### src/rtl/nco_sweep_ctrl.sv
// NCO phase generator with handshaked config, linear chirp engine, sample strobe divider and TX square wave.
// Optional build macro NCO_PHASE_DITHER_EN adds LFSR phase dither ahead of truncation.
module nco_sweep_ctrl #(
  parameter int ACC_W   = 64,
  parameter int PHASE_W = 10,
  parameter int DIV     = 2
) (
  input  logic               clk,
  input  logic               reset,
  input  logic               cfg_valid,
  output logic               cfg_ready,
  input  logic [ACC_W-1:0]   cfg_inc,
  input  logic [PHASE_W-1:0] cfg_offset,
  input  logic               sweep_start,
  input  logic               sweep_abort,
  input  logic [ACC_W-1:0]   sweep_step,
  input  logic [ACC_W-1:0]   sweep_stop,
  output logic               sweep_busy,
  output logic               sweep_done,
  output logic               sample_ce,
  output logic [PHASE_W-1:0] phase_out,
  output logic               phase_valid,
  output logic               tx_out
);

  localparam int CNT_W = (DIV > 1) ? $clog2(DIV) : 1;
  localparam logic [CNT_W-1:0] CNT_LAST = CNT_W'(DIV - 1);

  typedef enum logic [1:0] {FIXED, SWEEP, DONE} state_t;

  state_t             state;
  logic [ACC_W-1:0]   acc;
  logic [ACC_W-1:0]   inc_active;
  logic [ACC_W-1:0]   pend_inc;
  logic [PHASE_W-1:0] offset;
  logic [PHASE_W-1:0] pend_offset;
  logic               pend_load;
  logic [CNT_W-1:0]   div_cnt;
  logic [ACC_W:0]     sweep_nxt;
  logic [ACC_W-1:0]   start_inc;
  logic [PHASE_W-1:0] phase_top;
  logic               cfg_fire;

  assign sample_ce = (div_cnt == CNT_LAST);
  assign cfg_fire  = cfg_valid && cfg_ready;
  // Extra top bit catches a step that wraps past 2^ACC_W so it clamps instead.
  assign sweep_nxt = {1'b0, inc_active} + {1'b0, sweep_step};
  // A load still in flight decides whether a sweep start is already finished.
  assign start_inc = pend_load ? pend_inc : inc_active;

`ifdef NCO_PHASE_DITHER_EN
  logic [15:0]    lfsr;
  logic           lfsr_fb;
  logic [ACC_W-1:0] dith_acc;

  assign lfsr_fb  = lfsr[15] ^ lfsr[13] ^ lfsr[12] ^ lfsr[10];
  assign dith_acc = acc + (ACC_W'(lfsr) << (ACC_W - PHASE_W - 16));
  assign phase_top = dith_acc[ACC_W-1 -: PHASE_W];

  always_ff @(posedge clk) begin
    if (reset) begin
      lfsr <= 16'hACE1;
    end else if (sample_ce) begin
      lfsr <= {lfsr[14:0], lfsr_fb};
    end
  end
`else
  assign phase_top = acc[ACC_W-1 -: PHASE_W];
`endif

  // NOTE: every register below uses <= so all updates read pre-edge values,
  // which is what makes the acc -> phase_out path exactly one clock.
  always_ff @(posedge clk) begin
    if (reset) begin
      acc         <= '0;
      div_cnt     <= '0;
      tx_out      <= 1'b0;
      phase_out   <= '0;
      phase_valid <= 1'b0;
    end else begin
      acc         <= acc + inc_active;
      tx_out      <= acc[ACC_W-1];
      div_cnt     <= sample_ce ? '0 : div_cnt + CNT_W'(1);
      phase_valid <= sample_ce;
      if (sample_ce) begin
        phase_out <= phase_top + offset;
      end
    end
  end

  always_ff @(posedge clk) begin
    if (reset) begin
      state       <= FIXED;
      cfg_ready   <= 1'b1;
      sweep_busy  <= 1'b0;
      sweep_done  <= 1'b0;
      inc_active  <= '0;
      offset      <= '0;
      pend_inc    <= '0;
      pend_offset <= '0;
      pend_load   <= 1'b0;
    end else begin
      sweep_done <= 1'b0;
      pend_load  <= cfg_fire;
      if (cfg_fire) begin
        pend_inc    <= cfg_inc;
        pend_offset <= cfg_offset;
      end
      if (pend_load) begin
        inc_active <= pend_inc;
        offset     <= pend_offset;
      end

      case (state)
        FIXED: begin
          // A config handshake in the same cycle takes priority over a start.
          if (sweep_start && !cfg_fire) begin
            cfg_ready <= 1'b0;
            if (sweep_stop <= start_inc) begin
              state      <= DONE;
              sweep_done <= 1'b1;
            end else begin
              state      <= SWEEP;
              sweep_busy <= 1'b1;
            end
          end
        end
        SWEEP: begin
          if (sweep_abort) begin
            state      <= FIXED;
            sweep_busy <= 1'b0;
            cfg_ready  <= 1'b1;
          end else if (sample_ce) begin
            if (sweep_nxt[ACC_W] || (sweep_nxt[ACC_W-1:0] >= sweep_stop)) begin
              inc_active <= sweep_stop;
              state      <= DONE;
              sweep_busy <= 1'b0;
              sweep_done <= 1'b1;
            end else begin
              inc_active <= sweep_nxt[ACC_W-1:0];
            end
          end
        end
        DONE: begin
          state     <= FIXED;
          cfg_ready <= 1'b1;
        end
        default: begin
          state      <= FIXED;
          cfg_ready  <= 1'b1;
          sweep_busy <= 1'b0;
        end
      endcase
    end
  end

endmodule

### config.mk
export PLATFORM = sky130hd
export DESIGN_NAME = nco_sweep_ctrl
export DESIGN_NICKNAME = d
export VERILOG_FILES = /design/src/rtl/nco_sweep_ctrl.sv
export SDC_FILE = /design/constraint.sdc
export NUM_CORES = 1
export LEC_CHECK = 0
export CORE_MARGIN = 5
export CORE_UTILIZATION = 52
export CTS_CLUSTER_SIZE = 14
export DETAILED_ROUTE_END_ITERATION = 10
export PLACE_DENSITY = 0.73
export SYNTH_ARGS = -nofsm -noshare
export SYNTH_HDL_FRONTEND = slang
export SYNTH_SLANG_ARGS = --single-unit
### constraint.sdc
create_clock -name clk -period 14.8 [get_ports clk]
set_input_delay 2.22 -clock clk [delete_from_list [all_inputs] [get_ports clk]]
set_output_delay 2.22 -clock clk [all_outputs]
set_load 0.03 [all_outputs]
* Word level (Yosys, flattened, before mapping)
Index checks and enable logic that the tools add are counted.
** Word-level totals
- Bits in registers :: 231
- Bits of input ports :: 207
- Word-level logic and storage cells :: 63
- Output and inout port bits :: 16
** Operators by class
- Bitwise operators :: 1
- Reduce and logical (&&, ||, !) cells :: 9
- Equality and inequality tests :: 7
- Mux-type cells :: 26
- Add/subtract/negate cells :: 4
- Order comparisons :: 2
** Operators by type and width (count)
- 64-bit 2-to-1 mux :: 5
- 64-bit by 64-bit adder with 65-bit output :: 1
- 64-bit adder :: 1
- 64-bit greater-or-equal comparator :: 1
- 64-bit <= comparator :: 1
- 1-bit 2-to-1 mux :: 12
- 10-bit adder :: 1
- 2-bit 2-to-1 mux :: 5
- 2-bit inequality test (second input constant) :: 3
- 3-bit inequality test (second input constant) :: 2
- 5-bit AND reduction :: 1
- 1-bit case mux with 2 select lines :: 2
- 2-bit case mux with 2 select lines :: 1
- 1-bit case mux with 3 select lines :: 1
- 3-bit AND reduction :: 1
- 2-bit by 1-bit == test with 1-bit output (second input constant) :: 1
- 2-bit == test (second input constant) :: 1
- 1-bit logical AND :: 2
- 2-bit zero test :: 1
- 2-bit AND reduction :: 1
- 2-bit OR reduction :: 1
- 1-bit adder (second input constant) :: 1
- 1-bit zero test :: 1
- 1-bit logical OR :: 1
- 1-bit NOT :: 1

* Logic depth before layout (Yosys ltp)
- Depth after elaboration :: 7
- Depth in mapped cells :: 25

* Worst setup path after synthesis
Ideal clock, no wire load.
- Path type :: input to register
- Start point :: input port sweep_step[0]
- End point :: register inc_active[25]
- Library setup time :: 0.128 ns
- Slack :: 8.208 ns
- Cell stages on the path :: 24
- Data arrival time :: 6.465 ns
- Buffers on the path :: 1
- Data required time :: 14.672 ns
- Cells stage by stage :: ha_1 inv_1 fa_1 nor2b_1 o31a_1 o31ai_2 a21oi_2 o21ai_2 and3b_4 or4b_4 a22oi_4 xor2_2 ha_1 nand4_1 nor4_1 nand2_1 o2111ai_1 nor3_1 nand4_1 nor2_4 buf_6 mux2_1 a21oi_1 nor2_1
** On the way
- Longest elaborated chain between the ends :: 7
** Ends and longest elaborated chain
- from (decl) :: RTL line 16 : input logic [ACC_W-1:0] sweep_step,
- 64-bit by 64-bit adder with 65-bit output * :: RTL line 47 : assign sweep_nxt = {1'b0, inc_active} + {1'b0, sweep_step};
- 64-bit greater-or-equal comparator :: RTL line 134 : if (sweep_nxt[ACC_W] || (sweep_nxt[ACC_W-1:0] >= sweep_stop)) begin
- 1-bit logical OR :: RTL line 134
- 64-bit 2-to-1 mux * :: RTL line 134
- 64-bit 2-to-1 mux * :: RTL line 133 : end else if (sample_ce) begin
- 64-bit 2-to-1 mux * :: RTL line 129 : if (sweep_abort) begin
- 64-bit 2-to-1 mux * :: RTL line 114 : case (state)
- to (signal assigned) :: RTL line 110 : inc_active <= pend_inc;
- to (signal assigned) :: RTL line 135 : inc_active <= sweep_stop;
- to (signal assigned) :: RTL line 140 : inc_active <= sweep_nxt[ACC_W-1:0];
- to (decl) :: RTL line 33 : logic [ACC_W-1:0] inc_active;
Every way passes the cells marked *; elsewhere a longest branch is shown, timed or not.
A chain may end at the register's enable or synchronous reset.

* Worst setup path after layout
- Start point :: input port sweep_step[15]
- End point :: register inc_active[58]
The elaborated chain is that of the path after synthesis.

==> out/metrics.cfg <==
[floorplanning]
core_sq_mm=0.0375
io_pins=223
die_y_microns=205
fp.dieArea_sq_mm=0.0419
initial_utilization_pct=52.5
row_count=71
die_x_microns=205

[setup_path]
arrival_ns=8.49
path_max_fanout=84
reg2reg_to=inc_active[58]$_SDFF_PP0_
cpPeakStageDelay_ns=0.76
crit_type=input pin to register
crit_path_end_kind=register
critical-path-top-delay-family=simple AND/OR/NAND/NOR gates
worstPathRequired_ns=15.29
critPathLaunchType=input pin
cp_num_buf_inv=2
critical_path.cell_chain=clkdlybuf4s50_1 > ha_1 > nand4_1 > nor3_1 > nand2_1 > or3b_1 > o211a_4 > a31o_4 > a31oi_1 > a211oi_2 > xnor2_2 > ha_1 > a21oi_1 > nor2b_1 > o21ai_0 > o2111ai_1 > nor3_1 > nand4_1 > nor2_4 > buf_4 > nor3_2 > a221o_1
timing.rr.start=inc_active[9]$_SDFF_PP0_
critPathSlowestCell=buf_4
r2r_cells=20
rrSetupSlack_ns=8.52

[synthesis]
ys_types=95
async_flop_share_pct=0
syn-num-nets=2978
ys_top_cells_by_area=dfxtp_1 (23%), ha_1 (17%), a21oi_1 (7.0%)
synth_top_area_share_pct=23.5
synth-edff-count=0
synth-seq-cells=231
yosysWarnings=0
synth_area_per_cell_sq_um=7.86
syn_area_sq_mm=0.0197
yosysSeqAreaShare_pct=23.5
synthFlopType=dfxtp_1
synthCells=2504
yosysTopAreaCell=dfxtp_1

[cts]
cts_sinks=231
clkTransAtPathRegs_ns=0.07
post_cts_buffers=0
cts_hold_buffers=0
cts_buffer_depth=3
cts_tree=done
clk_latency_ns=0.60
ctsResizeCount=0
numCtsBuffers=30
htree_num_levels=1
cts-root-buf=clkbuf_16

[grt]
grt_pass1_vias=18900
grt_max_degree=96
track_usage_pct=31.5
grtUsageMet1_pct=41.1
grtUsageMet2_pct=52.5
grt_pass1_wl_microns=105000
antenna_found_initial=3
grt_busiest_layer=met2
grt_overflow=0
met3_usage_pct=4.61

[min_path]
worstHoldPathCells=2
hold_path_class=register to register
min_from=pend_inc[49]$_SDFFE_PP0P_
holdPathEnd=pend_inc[49]$_SDFFE_PP0P_

[timing]
hold_viol_final=0
layout_min_cycle_time_ns=8.01
setup_tns_ns=0
fmax_mhz=125
worstMarginPinSlew_ns=1.04
setup_viol=0
finalCritPeriodShare_pct=54.1
rsz0062_at_grt=no
slew_viol_final=0
fin_skew_ns=0.0245
maxSlewHeadroom_pct=30.3

[layout]
final_cell_mix=nand2_1 (320), a21oi_1 (274), ha_1 (264)
nFillCells=3434
post-route-util_pct=61.9
area_growth_pct=17.7
mostFrequentLayoutCell=nand2_1
nets=3117
fin_cells=3179
layout-drive-gt1-share_pct=4.76

[detailed_routing]
postRouteAntennaNets=0
drt-pass1-iter-count=5
drc=0
vias=19400
wl_per_cell_microns=21.5
vias_per_cell=6.11
drt-initial-drc-count=1436
wirelength_microns=68500

[power]
pwr-share-clk_pct=39.4
switching_share_pct=33.0
irDropWorstVdd_uv=85.3
pwr-share-seq_pct=35.0
p_per_area_mw_per_mm2=84.5
power_leakage_uw=0.0102
pwr-share-comb_pct=25.7
switchingPower_uw=646
p_int_uw=1310

[placement]
place_inst=3122
io_buffer_count=222
dp_hpwl_microns=54100
gp_congestion=0.997

[run_status]
status=finished, final reports clean

[run]
cap_violations=0

-- final cells by class --
type | instances | area, sq um | area share, %
Antenna cell | 1 | 2.50 | 0.0108
Clock buffer | 37 | 817 | 3.52
Clock inverter | 19 | 235 | 1.01
Multi-Input combinational cell | 2026 | 14100 | 60.8
Tap cell | 511 | 639 | 2.76
Inverter | 122 | 458 | 1.97
Timing Repair Buffer | 232 | 2300 | 9.91
Sequential cell | 231 | 4630 | 20.0
-- synth_stat cells, drive strengths merged (11+ instances only) --
library cell / count
dfxtp: 231
nand2b: 11
nand4: 61
buf: 31
nor3: 43
o31ai: 11
a221oi: 11
a21oi: 275
nand2: 322
a21o: 121
nor2: 186
o21ai: 116
ha: 264
and3: 14
xnor2: 66
inv: 122
nor2b: 29
a211oi: 64
a31oi: 34
nand3: 34
o211a: 25
mux2i: 80
o21a: 23
o21bai: 36
xor2: 50
clkbuf: 94
-- power groups by stage --
stage               Clock [uW]  Combinational (uW)  Sequential (uW)
floorplan                    0                 331              686
global placement             0                 485              697
detailed placement           0                 494              698
CTS                        781                 498              684
global route               806                 553              687
finish                     771                 503              685
-- per-stage QoR --
stage / power, uW / setup slack, ns / instance area [sq um] / hold slack, ns
global route: 2050 / 6.41 / 23200 / 0.473
detailed placement: 1190 / 6.26 / 22100 / 0.446
CTS: 1960 / 6.87 / 23200 / 0.454
global placement: 1180 / 6.35 / 22100 / 0.443
finish: 1960 / 6.79 / 23200 / 0.455
floorplan: 1020 / 8.21 / 19700 / 0.433
-- layer usage --
| metal | part of all wire (%) | wire (microns) |
|---|---|---|
| met1 | 43 | 29700 |
| met2 | 46 | 31200 |
| met3 | 6.7 | 4600 |
| met4 | 4.3 | 2950 |
| met5 | 0.034 | 23 |
-- worst register-to-register path, stage by stage (launching register included) --
cell	delay (ns)
dfxtp_1	0.43
ha_1	0.34
a21oi_1	0.24
nand2_1	0.11
a2111oi_0	0.46
a21o_1	0.38
o21ai_0	0.24
a21o_1	0.23
a21oi_1	0.16
xnor2_1	0.23
ha_1	0.33
a21oi_1	0.14
o21ai_0	0.13
a221oi_1	0.45
nand3_1	0.13
o211ai_1	0.25
nand4_1	0.32
nor2_4	0.20
buf_4	0.76
nor3_2	0.29
a221o_1	0.36
-- registers in the layout (all words and copies together) (netlist names) --
name         cells
inc_active      64
sample_ce        1
pend_offset     10
sweep_done       1
tx_out           1
cfg_ready        1
sweep_busy       1
phase_out       10
offset          10
state            2
acc             64
phase_valid      1
pend_inc        64
pend_load        1
-- worst max-delay path by stage --
stage                                 to            from  cells after the start  slack (ns)
2_1_floorplan  inc_active[25]$_SDFF_PP0_   sweep_step[0]                     24        8.21
3_3_place_gp   inc_active[25]$_SDFF_PP0_   sweep_step[6]                     22        6.35
3_5_place_dp   inc_active[62]$_SDFF_PP0_  sweep_step[15]                     22        6.26
4_1_cts        inc_active[58]$_SDFF_PP0_  sweep_step[15]                     22        6.87
5_1_grt        inc_active[58]$_SDFF_PP0_  sweep_step[15]                     22        6.41
6_report       inc_active[58]$_SDFF_PP0_  sweep_step[15]                     22        6.79
-- logic make-up after synthesis --
group	after synthesis	synth area share (%)
buf+inv	247	4.96
simple gates	763	17.9
fa+ha+maj	267	17.1
mux	85	4.35
flops	231	23.5
xor+xnor	116	5.24
compound gates	795	27.0
(Power assumes the default switching activity.)
